[src/rtl/dcm_reset_sequencer.sv]
`default_nettype none
// ============================================================================
// Module  : dcm_reset_sequencer
// Brief   : Pulses DCM reset, waits for and qualifies lock, then releases the
//           system reset; re-arms the DCM on lock loss or a stopped clock.
// Revision: 1.0 - initial release
// ============================================================================
module dcm_reset_sequencer #(
    parameter int RST_CYCLES    = 4,
    parameter int LOCK_TIMEOUT  = 1000000,
    parameter int STABLE_CYCLES = 1024,
    parameter int MAX_RETRIES   = 7,
    parameter int CNT_W         = 20
) (
    input  logic       clk_i,
    input  logic       rst_i,
    input  logic       dcm_locked_i,
    input  logic [7:0] dcm_status_i,
    output logic       dcm_rst_o,
    output logic       sys_rst_o,
    output logic       ready_o,
    output logic [3:0] retry_cnt_o,
    output logic       fail_o
);

    typedef enum logic [2:0] {
        ST_RST_HOLD  = 3'd0,
        ST_WAIT_LOCK = 3'd1,
        ST_STABLE    = 3'd2,
        ST_RUN       = 3'd3,
        ST_RETRY     = 3'd4
    } state_t;

    localparam logic [CNT_W-1:0] C_RST_LAST    = CNT_W'(RST_CYCLES - 1);
    localparam logic [CNT_W-1:0] C_LOCK_LAST   = CNT_W'(LOCK_TIMEOUT - 1);
    localparam logic [CNT_W-1:0] C_STABLE_LAST = CNT_W'(STABLE_CYCLES - 1);
    localparam logic [CNT_W-1:0] C_TIMER_MAX   = {CNT_W{1'b1}};
    localparam logic [CNT_W-1:0] C_TIMER_ONE   = CNT_W'(1);
    localparam logic [3:0]       C_RETRY_SAT   = 4'hF;

    state_t           state_q, state_d;
    logic [CNT_W-1:0] timer_q, timer_d;
    logic             dcm_rst_q, dcm_rst_d;
    logic             sys_rst_q, sys_rst_d;
    logic             ready_q, ready_d;
    logic [3:0]       retry_cnt_q, retry_cnt_d;
    logic             fail_q, fail_d;

    logic             locked_meta_q, locked_s_q;
    logic             stop_meta_q, stop_s_q;
    logic             w_stop_raw;
    logic             w_lost;
    logic             w_status_unused;

    // Only the two "clock stopped" flags matter to the sequencer.
    assign w_stop_raw      = dcm_status_i[1] | dcm_status_i[2];
    assign w_status_unused = ^{dcm_status_i[7:3], dcm_status_i[0]};
    assign w_lost          = !locked_s_q || stop_s_q;

    always_ff @(posedge clk_i or posedge rst_i) begin
        if (rst_i) begin
            locked_meta_q <= 1'b0;
            locked_s_q    <= 1'b0;
            stop_meta_q   <= 1'b0;
            stop_s_q      <= 1'b0;
        end else begin
            locked_meta_q <= dcm_locked_i;
            locked_s_q    <= locked_meta_q;
            stop_meta_q   <= w_stop_raw;
            stop_s_q      <= stop_meta_q;
        end
    end

    always_comb begin
        state_d     = state_q;
        timer_d     = timer_q;
        retry_cnt_d = retry_cnt_q;
        fail_d      = fail_q;

        case (state_q)
            ST_RST_HOLD: begin
                if (timer_q == C_RST_LAST) state_d = ST_WAIT_LOCK;
            end
            ST_WAIT_LOCK: begin
                // Lock arriving on the timeout cycle takes priority over a retry.
                if (locked_s_q)                state_d = ST_STABLE;
                else if (timer_q == C_LOCK_LAST) state_d = ST_RETRY;
            end
            ST_STABLE: begin
                if (w_lost)                        state_d = ST_RETRY;
                else if (timer_q == C_STABLE_LAST) state_d = ST_RUN;
            end
            ST_RUN: begin
                if (w_lost) state_d = ST_RETRY;
            end
            ST_RETRY: begin
                state_d = ST_RST_HOLD;
            end
            default: begin
                state_d = ST_RST_HOLD;
            end
        endcase

        if (state_d != state_q)        timer_d = '0;
        else if (timer_q != C_TIMER_MAX) timer_d = timer_q + C_TIMER_ONE;

        // RETRY lasts exactly one cycle, so this fires once per re-arm.
        if (state_d == ST_RETRY) begin
            if (retry_cnt_q != C_RETRY_SAT) retry_cnt_d = retry_cnt_q + 4'd1;
            if (int'(retry_cnt_d) >= MAX_RETRIES) fail_d = 1'b1;
        end

        dcm_rst_d = (state_d == ST_RST_HOLD);
        sys_rst_d = (state_d != ST_RUN);
        ready_d   = (state_d == ST_RUN);
    end

    always_ff @(posedge clk_i or posedge rst_i) begin
        if (rst_i) begin
            state_q     <= ST_RST_HOLD;
            timer_q     <= '0;
            dcm_rst_q   <= 1'b1;
            sys_rst_q   <= 1'b1;
            ready_q     <= 1'b0;
            retry_cnt_q <= 4'd0;
            fail_q      <= 1'b0;
        end else begin
            state_q     <= state_d;
            timer_q     <= timer_d;
            dcm_rst_q   <= dcm_rst_d;
            sys_rst_q   <= sys_rst_d;
            ready_q     <= ready_d;
            retry_cnt_q <= retry_cnt_d;
            fail_q      <= fail_d;
        end
    end

    assign dcm_rst_o   = dcm_rst_q;
    assign sys_rst_o   = sys_rst_q;
    assign ready_o     = ready_q;
    assign retry_cnt_o = retry_cnt_q;
    assign fail_o      = fail_q;

endmodule
`default_nettype wire

[config.mk]
export PLATFORM = sky130hd
export DESIGN_NAME = dcm_reset_sequencer
export DESIGN_NICKNAME = d
export VERILOG_FILES = /design/src/rtl/dcm_reset_sequencer.sv
export SDC_FILE = /design/constraint.sdc
export NUM_CORES = 1
export LEC_CHECK = 0
export BUFFER_PORTS_ARGS = -buffer_cell sky130_fd_sc_hd__buf_2
export CORE_MARGIN = 3
export CORE_UTILIZATION = 30
export CTS_CLUSTER_DIAMETER = 50
export DETAILED_ROUTE_END_ITERATION = 16
export PLACE_DENSITY = 0.51
export SYNTH_ARGS = -nofsm -noshare
export SYNTH_HDL_FRONTEND = slang
export SYNTH_SLANG_ARGS = --single-unit
[constraint.sdc]
create_clock -name clk_i -period 2.7 [get_ports clk_i]
set_clock_uncertainty 0.05 [all_clocks]
set_input_delay 0.54 -clock clk_i [delete_from_list [all_inputs] [get_ports clk_i]]
set_output_delay 0.54 -clock clk_i [all_outputs]
set_load 0.005 [all_outputs]
# Yosys cells after proc, flatten, opt, wreduce, memory -nomap -nowiden

Cells that the tools add are included.

Reduce and logical (&&, ||, !) cells: 6
Eq/ne operators: 12
Order comparisons: 1
Bitwise logic cells: 1
Add/sub/neg operators: 2
Muxes and demuxes: 11

Operator list:

| operator                                              | number |
|---|---|
| two-way mux 20 bit                                    | 2 |
| adder 20 x 1 -> 20 bit, second input constant         | 1 |
| equality test 20 x 10 -> 1 bit, second input constant | 1 |
| equality test 20 x 2 -> 1 bit, second input constant  | 1 |
| equality test 20 bit, second input constant           | 1 |
| != test 20 bit, second input constant                 | 1 |
| two-way mux 3 bit                                     | 6 |
| case mux 3 bit (4 select lines)                       | 1 |
| equality test 3 x 2 -> 1 bit, second input constant   | 3 |
| two-way mux 4 bit                                     | 2 |
| logical NOT 3 bit                                     | 2 |
| adder 4 x 1 -> 4 bit, second input constant           | 1 |
| >= comparator 4 x 3 -> 1 bit, second input constant   | 1 |
| != test 4 bit, second input constant                  | 1 |
| equality test 3 x 1 -> 1 bit, second input constant   | 1 |
| equality test 3 bit, second input constant            | 1 |
| != test 3 x 2 -> 1 bit, second input constant         | 1 |
| != test 3 bit                                         | 1 |
| AND reduction 2 bit                                   | 1 |
| nonzero test 2 bit                                    | 1 |
| logical NOT 1 bit                                     | 1 |
| logical OR 1 bit                                      | 1 |
| bitwise OR 1 bit                                      | 1 |

Word-level logic and storage cells: 44
Output and inout port bits: 8
Register bits: 35
Input port bits: 11

# Depth between registers and ports, before layout

Word-level depth: 8
Mapped depth: 7
Mapped depth without buffers: 6

# Least setup slack after synthesis

No wires, ideal clock.

Kind: reg-to-reg
Start: register timer_q[0]
End: register retry_cnt_q[1], in the netlist retry_cnt_o[1]
Clock period less this slack: 1948 ps
Setup time: 128 ps
Required time: 2522 ps
Data arrival time: 1770 ps
Buffers on the path: 0
Stages on the path, launching flop included: 7
Setup slack: 752 ps
Path through: dfrtp_1 > ha_1 > nand2_1 > nor4_2 > nand4_1 > a32oi_2 > mux2_1

Longest elaborated chain between the ends: 5
Elaborated cells between the ends (all ways): 10
Those cells by class: eq/ne: 4; mux: 6

Ends and longest elaborated chain:

| what                                                                   | RTL line | source |
|---|---|---|
| from (decl)                                                            | 42       | `logic [CNT_W-1:0] timer_q, timer_d;` |
| from (signal assigned)                                                 | 129      | `timer_q <= timer_d;` |
| equality test 20 x 10 -> 1 bit or equality test 20 bit (tied branches) | 91, 87   |  |
| two-way mux 3 bit, on equally long branches                            | 91, 87   |  |
| two-way mux 3 bit, on equally long branches                            | 90, 86   |  |
| case mux 3 bit (4 select lines) (*)                                    | 80       | `case (state_q)` |
| equality test 3 bit (*)                                                | 108      | `if (state_d == ST_RETRY) begin` |
| to (signal assigned)                                                   | 133      | `retry_cnt_q <= retry_cnt_d;` |
| to (decl)                                                              | 46       | `logic [3:0] retry_cnt_q, retry_cnt_d;` |

Mark *: on every way between the ends. The rest lies on a longest branch, timed or not.
A chain may end at the register's enable or synchronous reset.

# Worst setup path after layout

Ends and elaborated chain as after synthesis.

==> impl_table.tex <==
\begin{tabular}{lr}
\hline
Metric & Value \\
\hline
\multicolumn{2}{l}{\textbf{Outcome}} \\
\quad Result of the run & finished, final reports clean \\
\multicolumn{2}{l}{\textbf{Floorplan}} \\
\quad Die area & 7138 um2 \\
\quad Total core area & 5743 um2 \\
\quad Initial Util & 32.18\% \\
\quad Die Span X & 84.49 um \\
\quad Top Ports & 19 \\
\quad Standard-cell row count & 27 \\
\quad Die H & 84.49 um \\
\multicolumn{2}{l}{\textbf{Detailed routing}} \\
\quad WL final & 3739 um \\
\quad Antenna violation net count after detailed routing & 0 \\
\quad DRC violation count after routing & 0 \\
\quad Average routed wire per standard cell & 13.50 um \\
\quad Via density & slightly above 5 \\
\quad Iter 0 DRT Violations & 77 \\
\quad Routed via count & 1,400 \\
\quad Total iterations of the first detailed-routing run & 4 \\
\multicolumn{2}{l}{\textbf{STA}} \\
\quad Worst slew margin relative to its limit & 53.20\% \\
\quad Worst Hold Slack & 0.2854 ns \\
\quad Final Hold Viols & 0 \\
\quad Maximum frequency from static timing analysis & 445.5 MHz \\
\quad Period minus WS final & about 2.2 ns \\
\quad Setup-violating endpoint count in the final report & 0 \\
\quad Slew at the pin with the worst max-slew slack & 0.6956 ns \\
\quad Unrepaired setup endpoints after global routing & false \\
\quad Accumulated negative setup slack & 0 ns \\
\quad Ratio of final minimum period to clock period & 83.14\% \\
\quad Final slew viol count & 0 \\
\multicolumn{2}{l}{\textbf{Synthesis}} \\
\quad Count of warnings emitted by yosys & 0 \\
\quad Synthesized cell area & roughly 1800 um2 \\
\quad Share of the yosys chip area belonging to registers & between 40 and 50\% \\
\quad Most common flop cell mapped by yosys & sky130\_fd\_sc\_hd\_\_dfrtp\_1 \\
\quad Mapped Nets & between 150 and 200 \\
\quad Post-synth EDFFs & 0 \\
\quad Syn Area/Cell & 10.04 um2 \\
\quad Number of standard cells after synthesis & 184 \\
\quad Share of async-settable or async-resettable flops after synthesis & 100.0\% \\
\quad Total of flip-flops plus latches after synthesis & 35 \\
\quad Count of unique library cells instantiated by Yosys & 46 \\
\multicolumn{2}{l}{\textbf{Place}} \\
\quad Post-placement cell area & 2012 um2 \\
\quad Final estimated routing congestion in global placement & around 0.81 \\
\quad Total half-perimeter wirelength after legalization and detailed placement & 2694 um \\
\quad Number of input and output port buffers inserted & 12 \\
\multicolumn{2}{l}{\textbf{Cells and area}} \\
\quad Share of final-layout standard cells stronger than drive strength 1 & between 10\% and 20\% \\
\quad Number of diodes added for antenna fixing & 0 \\
\quad Nets & 217 \\
\quad Synthesis-to-finish area growth & 13.81\% \\
\quad Final-layout fill cell count & roughly 600 \\
\quad Final design area excluding fillers & 2103 um2 \\
\multicolumn{2}{l}{\textbf{Power}} \\
\quad Clock group share of total power & 24.2\% \\
\quad Power density relative to cell area & about 760 nW/um2 \\
\quad Internal cell power & 1.039 mW \\
\quad Power share of the sequential group & 45.5\% \\
\quad Leakage & 0.9204 nW \\
\quad Total power consumption of the routed design & 1.607 mW \\
\quad Net switching component of the power & between 0.5 and 0.6 mW \\
\quad IR drop worst, VDD & 0.0003060 V \\
\quad Combinational share of power & 30.3\% \\
\quad Proportion of total power due to net switching & 35.33\% \\
\multicolumn{2}{l}{\textbf{Clock tree}} \\
\quad Buffer type at the clock tree root & sky130\_fd\_sc\_hd\_\_clkbuf\_8 \\
\quad Number of clock buffers inserted by TritonCTS & 5 \\
\quad Number of gates resized after CTS & 0 \\
\quad Clock transition at the registers of the reported paths & roughly 0.070 ns \\
\quad Hold buffers post-CTS & 0 \\
\quad Buffers inserted during post-CTS setup optimization & 0 \\
\quad Number of buffers on the longest clock path & 2 \\
\quad Clock tree from TritonCTS & built \\
\quad Clock latency reported for the late side of the worst-skew pair & 0.28 ns \\
\quad H-tree levels & 2 \\
\quad Sinks on the clock net & 35 \\
\multicolumn{2}{l}{\textbf{Worst setup path}} \\
\quad R2R Setup Slk & 0.46 ns \\
\quad Data required time at the worst endpoint & 2.81 ns \\
\quad Critical path arrival & $\sim$2.4 ns \\
\quad Cell depth of the worst flop-to-flop path & 6 \\
\quad Kind of start point of the critical path & flop \\
\quad Highest fanout seen on the critical path & 7 \\
\quad Crit Path Category & reg2reg \\
\quad Setup crit end kind & flop \\
\quad Critical register-to-register path startpoint & timer\_q[0] \\
\quad End of the worst register-to-register path & retry\_cnt\_o[1] \\
\multicolumn{2}{l}{\textbf{Global routing}} \\
\quad Number of global-route vias before repair & 1,362 \\
\quad Residual overflow from global routing & 0 \\
\quad Overall track demand over capacity in global routing & between 10\% and 20\% \\
\quad Largest net degree at the start of global routing & 36 \\
\quad Antenna violations before repair & 0 \\
\quad Wire length of the first global-routing pass & between 6000 and 7000 um \\
\multicolumn{2}{l}{\textbf{Hold path}} \\
\quad Worst Hold Class & in2async \\
\multicolumn{2}{l}{\textbf{Job}} \\
\quad Max Cap Viol & 0 \\
\hline
\end{tabular}
==> worst max-delay path: stages, from the launching register on <==
cell                      delay (ns)
sky130_fd_sc_hd__dfrtp_1        0.38
sky130_fd_sc_hd__ha_1           0.24
sky130_fd_sc_hd__nand2_1        0.23
sky130_fd_sc_hd__nor4_2         0.33
sky130_fd_sc_hd__nand4_1        0.25
sky130_fd_sc_hd__a32oi_2        0.29
sky130_fd_sc_hd__mux2_1         0.35
==> synthesized netlist by cell type, types with 3 or more instances <==
cell type,count,area share (%)
sky130_fd_sc_hd__and3_1,6,2.0
sky130_fd_sc_hd__a21o_1,3,1.2
sky130_fd_sc_hd__inv_1,5,1.0
sky130_fd_sc_hd__nand2_1,15,3.0
sky130_fd_sc_hd__nor3_1,7,1.9
sky130_fd_sc_hd__a21oi_1,9,2.4
sky130_fd_sc_hd__nand2b_1,3,1.0
sky130_fd_sc_hd__nor2_1,27,5.5
sky130_fd_sc_hd__xor2_1,6,2.8
sky130_fd_sc_hd__nand3_1,7,1.9
sky130_fd_sc_hd__xnor2_1,11,5.2
sky130_fd_sc_hd__dfrtp_1,33,45
==> sequential cells by signal (all words and copies together), names as in the netlist <==
signal and flops:
retry_cnt_o 4, locked_s_q 1, state_q 3, sys_rst_o 1
fail_o 1, ready_o 1, stop_meta_q 1, dcm_rst_o 1
stop_s_q 1, locked_meta_q 1, timer_q 20
==> metrics by stage <==
stage | utilization (%) | std cells | setup slack, ns
finish | 36.62 | 277 | 0.4553
global placement | 35.03 | 269 | 0.4952
floorplan | - | 184 | 0.7524
CTS | 36.62 | 277 | 0.4810
global route | 36.62 | 277 | 0.3377
detailed placement | 35.03 | 269 | 0.5092
==> kinds of logic (layout without fill, tap and decap cells) <==
kind of cell	Yosys count	after routing	share of synthesized area, %
flip-flops	35	35	47.53
XOR/XNOR	17	17	8.057
adder cells (fa/ha/maj)	2	2	1.354
buffers and inverters	8	29	1.692
AND/OR/NAND/NOR	93	93	29.59
AO/OA/AOI/OAI	27	27	10.56
multiplexers	2	2	1.219
==> routing by layer <==
layer	vias to the layer above	global-route usage (%)	wire (um)
li1	703	-	-
met1	665	15.73	1884
met2	28	17.30	1668
met3	4	2.748	145
met4	0	4.317	40
met5	-	0	0
==> layout make-up <==
cell class / instances / area (um2) / share of cell area [%]
repair buffers: 15 / 82.58 / 3.926
clock inverters: 1 / 5.005 / 0.2380
multi-input cells: 141 / 938.4 / 44.62
inverters: 6 / 22.52 / 1.071
well taps: 72 / 90.09 / 4.283
clock buffers: 7 / 86.33 / 4.105
flip-flops and latches: 35 / 878.3 / 41.76
==> placed cells by master, fill, tap and decap left out, types with 2 or more instances in the layout <==
master	instances
sky130_fd_sc_hd__or3_1	2
sky130_fd_sc_hd__nor3_2	2
sky130_fd_sc_hd__nor3_1	7
sky130_fd_sc_hd__nand2b_1	3
sky130_fd_sc_hd__clkbuf_8	6
sky130_fd_sc_hd__a21o_1	3
sky130_fd_sc_hd__xnor2_1	11
sky130_fd_sc_hd__nand4_1	2
sky130_fd_sc_hd__o21ai_1	2
sky130_fd_sc_hd__inv_1	5
sky130_fd_sc_hd__nand2_1	15
sky130_fd_sc_hd__and3_1	6
sky130_fd_sc_hd__nor4bb_1	2
sky130_fd_sc_hd__dfrtp_1	33
sky130_fd_sc_hd__a211oi_1	2
sky130_fd_sc_hd__nor2b_1	2
sky130_fd_sc_hd__nor4_2	2
sky130_fd_sc_hd__nor4_1	2
sky130_fd_sc_hd__and4_1	2
sky130_fd_sc_hd__a21oi_1	9
sky130_fd_sc_hd__ha_1	2
sky130_fd_sc_hd__nand4_2	2
sky130_fd_sc_hd__buf_2	12
sky130_fd_sc_hd__nor3b_1	2
sky130_fd_sc_hd__nor2_1	27
sky130_fd_sc_hd__a31oi_1	2
sky130_fd_sc_hd__xor2_1	6
sky130_fd_sc_hd__nand3_2	2
sky130_fd_sc_hd__a2bb2oi_1	2
sky130_fd_sc_hd__dfstp_2	2
sky130_fd_sc_hd__buf_4	3
sky130_fd_sc_hd__mux2_1	2
sky130_fd_sc_hd__nand3_1	7
==> how the worst max path moves through the flow <==
stage                     startpoint             end  slack, ns  depth (start not counted)
final                     timer_q[0]  retry_cnt_o[1]       0.46                          6
after global routing      timer_q[0]  retry_cnt_o[1]       0.34                          6
after CTS                 timer_q[0]  retry_cnt_o[1]       0.48                          6
after detailed placement  timer_q[0]  retry_cnt_o[1]       0.51                          6
after global placement    timer_q[0]  retry_cnt_o[1]       0.50                          6
after floorplan           timer_q[0]  retry_cnt_o[1]       0.75                          6
==> power groups by stage <==
stage	registers, mW	logic [mW]	clock network [mW]
2_1_floorplan	0.724	0.347	0
3_3_place_gp	0.739	0.487	0
3_5_place_dp	0.742	0.494	0
4_1_cts	0.731	0.497	0.408
5_1_grt	0.750	0.563	0.433
6_report	0.732	0.486	0.389
(Power assumes the default switching activity.)
